`src/rtl/game_timer_bank.sv`:
```
// game_timer_bank -- CHANNELS independent interval timers on the 2 kHz clock.
//   Every channel has its own terminal count and its own one-shot or periodic
//   mode. Both are latched at start. The channels share only the global hold.
// Ports:
//   clk_2K, i_ResetNeg (async, active-high)  clock / reset
//   i_Hold                                    pauses every channel in RUN
//   i_Start/i_Clear/i_Periodic [CHANNELS]     per-channel control
//   i_Limit [CHANNELS*WIDTH]                  terminal count, ch i at [i*WIDTH +: WIDTH]
//   o_Count [CHANNELS*WIDTH]                  current count, same packing
//   o_Busy/o_Done [CHANNELS]                  levels: in RUN / in DONE
//   o_Tick/o_ClrAck [CHANNELS]                registered one-cycle pulses

module game_timer_ch #(
   parameter int WIDTH = 12
) (
   input  logic             clk_2K,
   input  logic             i_ResetNeg,
   input  logic             i_Hold,
   input  logic             i_Start,
   input  logic             i_Clear,
   input  logic             i_Periodic,
   input  logic [WIDTH-1:0] i_Limit,
   output logic [WIDTH-1:0] o_Count,
   output logic             o_Busy,
   output logic             o_Done,
   output logic             o_Tick,
   output logic             o_ClrAck
);
   typedef enum logic [1:0] {S_IDLE, S_RUN, S_DONE} state_t;

   state_t           state_q, state_d;
   logic [WIDTH-1:0] cnt_q, cnt_d;
   logic [WIDTH-1:0] lim_q, lim_d;
   logic             per_q, per_d;
   logic             tick_q, tick_d;
   logic             ack_q, ack_d;

   always_ff @(posedge clk_2K or posedge i_ResetNeg) begin
      if (i_ResetNeg) begin
         state_q <= S_IDLE;
         cnt_q   <= '0;
         lim_q   <= '0;
         per_q   <= 1'b0;
         tick_q  <= 1'b0;
         ack_q   <= 1'b0;
      end else begin
         state_q <= state_d;
         cnt_q   <= cnt_d;
         lim_q   <= lim_d;
         per_q   <= per_d;
         tick_q  <= tick_d;
         ack_q   <= ack_d;
      end
   end

   // Clear takes priority over start, start over hold, and hold over counting.
   // The terminal is compared before the increment, so the count never
   // passes the limit. This holds even for an all-ones limit, so no wrap occurs.
   always_comb begin
      state_d = state_q;
      cnt_d   = cnt_q;
      lim_d   = lim_q;
      per_d   = per_q;
      tick_d  = 1'b0;
      ack_d   = 1'b0;
      if (i_Clear) begin
         state_d = S_IDLE;
         cnt_d   = '0;
         ack_d   = 1'b1;
      end else if (i_Start) begin
         state_d = S_RUN;
         cnt_d   = '0;
         lim_d   = i_Limit;
         per_d   = i_Periodic;
      end else if (state_q == S_RUN && !i_Hold) begin
         if (cnt_q == lim_q) begin
            tick_d = 1'b1;
            if (per_q) cnt_d = '0;
            else       state_d = S_DONE;
         end else begin
            cnt_d = cnt_q + 1'b1;
         end
      end
   end

   assign o_Count  = cnt_q;
   assign o_Busy   = (state_q == S_RUN);
   assign o_Done   = (state_q == S_DONE);
   assign o_Tick   = tick_q;
   assign o_ClrAck = ack_q;
endmodule

module game_timer_bank #(
   parameter int WIDTH    = 12,
   parameter int CHANNELS = 4
) (
   input  logic                      clk_2K,
   input  logic                      i_ResetNeg,
   input  logic                      i_Hold,
   input  logic [CHANNELS-1:0]       i_Start,
   input  logic [CHANNELS-1:0]       i_Clear,
   input  logic [CHANNELS-1:0]       i_Periodic,
   input  logic [CHANNELS*WIDTH-1:0] i_Limit,
   output logic [CHANNELS*WIDTH-1:0] o_Count,
   output logic [CHANNELS-1:0]       o_Busy,
   output logic [CHANNELS-1:0]       o_Done,
   output logic [CHANNELS-1:0]       o_Tick,
   output logic [CHANNELS-1:0]       o_ClrAck
);
   for (genvar g = 0; g < CHANNELS; g++) begin : g_ch
      game_timer_ch #(.WIDTH(WIDTH)) u_ch (
         .clk_2K     (clk_2K),
         .i_ResetNeg (i_ResetNeg),
         .i_Hold     (i_Hold),
         .i_Start    (i_Start[g]),
         .i_Clear    (i_Clear[g]),
         .i_Periodic (i_Periodic[g]),
         .i_Limit    (i_Limit[g*WIDTH +: WIDTH]),
         .o_Count    (o_Count[g*WIDTH +: WIDTH]),
         .o_Busy     (o_Busy[g]),
         .o_Done     (o_Done[g]),
         .o_Tick     (o_Tick[g]),
         .o_ClrAck   (o_ClrAck[g])
      );
   end
endmodule

```
`config.mk`:
```
export PLATFORM = sky130hd
export DESIGN_NAME = game_timer_bank
export DESIGN_NICKNAME = d
export VERILOG_FILES = /design/src/rtl/game_timer_bank.sv
export SDC_FILE = /design/constraint.sdc
export NUM_CORES = 1
export LEC_CHECK = 0
export BUFFER_PORTS_ARGS = -buffer_cell sky130_fd_sc_hd__buf_2
export CAP_MARGIN = 20
export CORE_ASPECT_RATIO = 0.8
export CORE_MARGIN = 2
export CORE_UTILIZATION = 60
export DETAILED_ROUTE_END_ITERATION = 8
export GPL_TIMING_DRIVEN = 0
export PLACE_DENSITY = 0.86
export SETUP_SLACK_MARGIN = 0.1
export SYNTH_ARGS = -nofsm -noshare
export SYNTH_HDL_FRONTEND = slang
export SYNTH_SLANG_ARGS = --single-unit
```
`constraint.sdc`:
```
create_clock -name clk_2K -period 8.71 [get_ports clk_2K]
set_input_delay 0.4355 -clock clk_2K [delete_from_list [all_inputs] [get_ports clk_2K]]
set_output_delay 0.4355 -clock clk_2K [all_outputs]
set_load 0.005 [all_outputs]
```
==> results.json <==
{
  "ant_nets": 0,
  "end_kind": "flip-flop",
  "initial_utilization_pct": 61.12,
  "drive_above_1_share_pct": 32.72,
  "avgSynthCellArea_um2": 10.36,
  "cts_resized": 0,
  "ios": 127,
  "startpoint_type": "flip-flop",
  "swShare_pct": 22.70,
  "synth_warnings": 0,
  "rows": 33,
  "cpLargestDelayFamily": "compound AO/OA/AOI/OAI gates",
  "synth_area_leaders": "dfrtp_1 47%, mux2_2 9.3%, xnor2_1 6.8%",
  "wl_per_cell_um": 17.26,
  "ys.flop_type": "dfrtp_1",
  "hpwlAfterDp_um": 11150,
  "synth-compound-area-share_pct": 10.14,
  "ir_drop_mv": 0.1590,
  "routed_wl_um": 15500,
  "drt-pass1-iter-count": 5,
  "grt_max_degree": 65,
  "finalPower_mw": 1.523,
  "synth_nets": 666,
  "hold_class": "in -> async",
  "synth_top_family_by_area": "simple AND/OR/NAND/NOR gates",
  "p_leak_nw": 3.298,
  "pwr-share-seq_pct": 40.0,
  "synth-seq-cells": 116,
  "initialDrtViolationCount": 551,
  "synth_xor_area_share_pct": 6.771,
  "slowest_stage": "o31ai_1",
  "p_per_area_mw_per_mm2": 198.2,
  "synth-adder-area-share_pct": 0.8061,
  "drv_cap": 0,
  "max_freq_ghz": 0.4504,
  "grt_pass1_wl_um": 25180,
  "tritoncts": "done",
  "avgViaCountPerCell": 6.010,
  "hold_ws_ns": 0.1206,
  "synth_mux_area_share_pct": 10.54,
  "clk_pin_slew_ns": 0.06,
  "startpoint": "g_ch[1].u_ch.o_Count[8]",
  "period_minus_slack_ns": 2.220,
  "async_flop_share_pct": 100.0,
  "postCtsHoldBufs": 0,
  "r2r_start": "g_ch[1].u_ch.o_Count[8]",
  "clock-root-buffer": "clkbuf_16",
  "chipWidth_um": 117.7,
  "crit_chain": "xnor2_1 > nand4_1 > o31ai_1 > o221ai_1",
  "areaGrowthSynthToFinish_pct": 23.78,
  "synth-edff-count": 0,
  "grt_overflow_total": 0,
  "cp_data_arrival_time_ns": 2.45,
  "final_nets": 812,
  "critical_path_required_ns": 8.94,
  "grt_pass1_vias": 5209,
  "cts_max_level": 4,
  "yosysTopAreaCellShare_pct": 46.76,
  "crit_type": "reg -> reg",
  "clock_path_buffers": 2,
  "synthSimpleGateAreaFrac_pct": 19.33,
  "clock_sinks": 116,
  "finalCritPeriodShare_pct": 25.49,
  "crit_fanout": 9,
  "comb_power_share_pct": 10.1,
  "p_sw_uw": 345.8,
  "status": "complete, no violations",
  "clkLatencyLatePin_ns": 0.41,
  "die-area_mm2": 0.01118,
  "core_area_mm2": 0.01016,
  "max_stage_delay_ns": 0.88,
  "ys_types": 44,
  "insertedDiodeCount": 0,
  "fin_setup_tns_ns": 0,
  "io_buffers": 126,
  "slew_headroom_pct": 32.91,
  "synth_top_cell_by_area": "dfrtp_1",
  "place_congestion": 0.8766,
  "rsz0062_at_grt": "false",
  "ys_seq_area_share_pct": 46.76,
  "grt_util_all_layers_pct": 28.72,
  "cts-buffers-inserted": 17,
  "die_y_um": 94.98,
  "intPower_mw": 1.177,
  "cts_setup_buffers": 0,
  "antenna_found_initial": 0,
  "setup_viol": 0,
  "worstMarginPinSlew_ns": 0.9979,
  "syn-cell-area_mm2": 0.006208,
  "final_hold_viol_count": 0,
  "synthCells": 599,
  "finalMaxSlewViolations": 0,
  "share_clk_of_total_power_pct": 49.9,
  "critPathBufInv": 0,
  "drc": 0,
  "fin_worst_skew_ns": 0.01040,
  "vias": 5397
}
[kinds of logic (layout without fill, tap and decap cells)]
logic type,Yosys count,count (layout)
AOI/OAI and AO/OA,87,87
xor gates and xnor gates,48,48
adders and majority gates,4,4
buffers and inverters,75,234
DFF,116,116
muxes,59,59
and+or+nand+nor,210,210
[power groups by stage]
stage	clock network (mW)	registers, mW	logic (mW)
detailed placement	0	0.618	0.153
floorplan	0	0.609	0.110
finish	0.759	0.609	0.154
global route	0.789	0.614	0.170
CTS	0.766	0.609	0.155
global placement	0	0.616	0.143
[metal layers]
metal  routed length [um]  vias up  GRT usage [%]
met5                    0        -              0
met4                  349        0          14.06
met3                 1061       41          5.797
met2                 7407      248          47.09
met1                 6681     2622          36.96
li1                     -     2486              -
[registers in the layout (all words and copies together), names as in the netlist]
signal / cells
g_ch.u_ch.o_ClrAck: 4
g_ch.u_ch.o_Count: 48
g_ch.u_ch.o_Tick: 4
g_ch.u_ch.state_q: 8
g_ch.u_ch.lim_q: 48
g_ch.u_ch.per_q: 4
[synthesized netlist by cell type (all sizes together), types with 15 or more instances]
cell type,number
a31o,22
buf,24
clkbuf,22
dfrtp,116
inv,29
mux2,51
nand2,15
nand3,36
nand4,25
nor2,18
nor3,37
xnor2,48
[metrics by stage]
| step | utilization (%) | worst slack [ns] | cells | area (um2) |
|---|---|---|---|---|
| global placement | 69.06 | 4.042 | 865 | 7014 |
| detailed placement | 69.35 | 6.523 | 866 | 7044 |
| global route | 75.66 | 6.269 | 898 | 7685 |
| finish | 75.66 | 6.490 | 898 | 7685 |
| CTS | 75.66 | 6.486 | 898 | 7685 |
| floorplan | - | 5.202 | 599 | 6208 |
[cell usage in the layout (no fill, tap or decap), types with 7 or more instances in the layout]
| cell type | instances |
|---|---|
| a21oi_1 | 11 |
| a31o_1 | 13 |
| a31o_2 | 9 |
| and4_1 | 9 |
| buf_2 | 134 |
| buf_4 | 16 |
| clkbuf_1 | 24 |
| clkbuf_16 | 17 |
| dfrtp_1 | 116 |
| inv_1 | 28 |
| mux2_2 | 51 |
| mux2i_1 | 8 |
| nand2_1 | 15 |
| nand2b_1 | 9 |
| nand3_1 | 36 |
| nand4_1 | 25 |
| nor2_1 | 18 |
| nor2b_1 | 13 |
| nor3_1 | 36 |
| nor4_1 | 11 |
| o211ai_1 | 13 |
| o21ai_0 | 9 |
| o221ai_1 | 7 |
| or4_1 | 14 |
| xnor2_1 | 48 |
[worst reg2reg max path, cell delays in order (launching register included)]
cell	delay [ns]
dfrtp_1	0.46
xnor2_1	0.22
nand4_1	0.19
o31ai_1	0.88
o221ai_1	0.29
[worst paths after layout]
check,end,slack (ns),cells past startpoint
setup / recovery,g_ch[1].u_ch.o_Count[2],6.49,4
hold / removal,g_ch[0].u_ch.o_ClrAck,0.12,2
setup reg to reg,g_ch[1].u_ch.o_Count[2],6.49,4
hold reg to reg,g_ch[1].u_ch.state_q[1],0.51,1
max in group asynchronous,g_ch[1].u_ch.per_q,7.85,3
min in group clk_2K,g_ch[2].u_ch.o_ClrAck,0.19,1
[final cells by class]
class | instances | area [um2]
clock buffers | 21 | 460.4
flip-flops and latches | 116 | 2903
inverters | 29 | 111.4
well taps | 140 | 175.2
plain buffers | 46 | 242.7
clock inverters | 11 | 180.2
repair buffers | 127 | 658.1
multi-input cells | 408 | 2954
fillers | 686 | 2472
No activity file was read; power rests on OpenSTA's default activity.
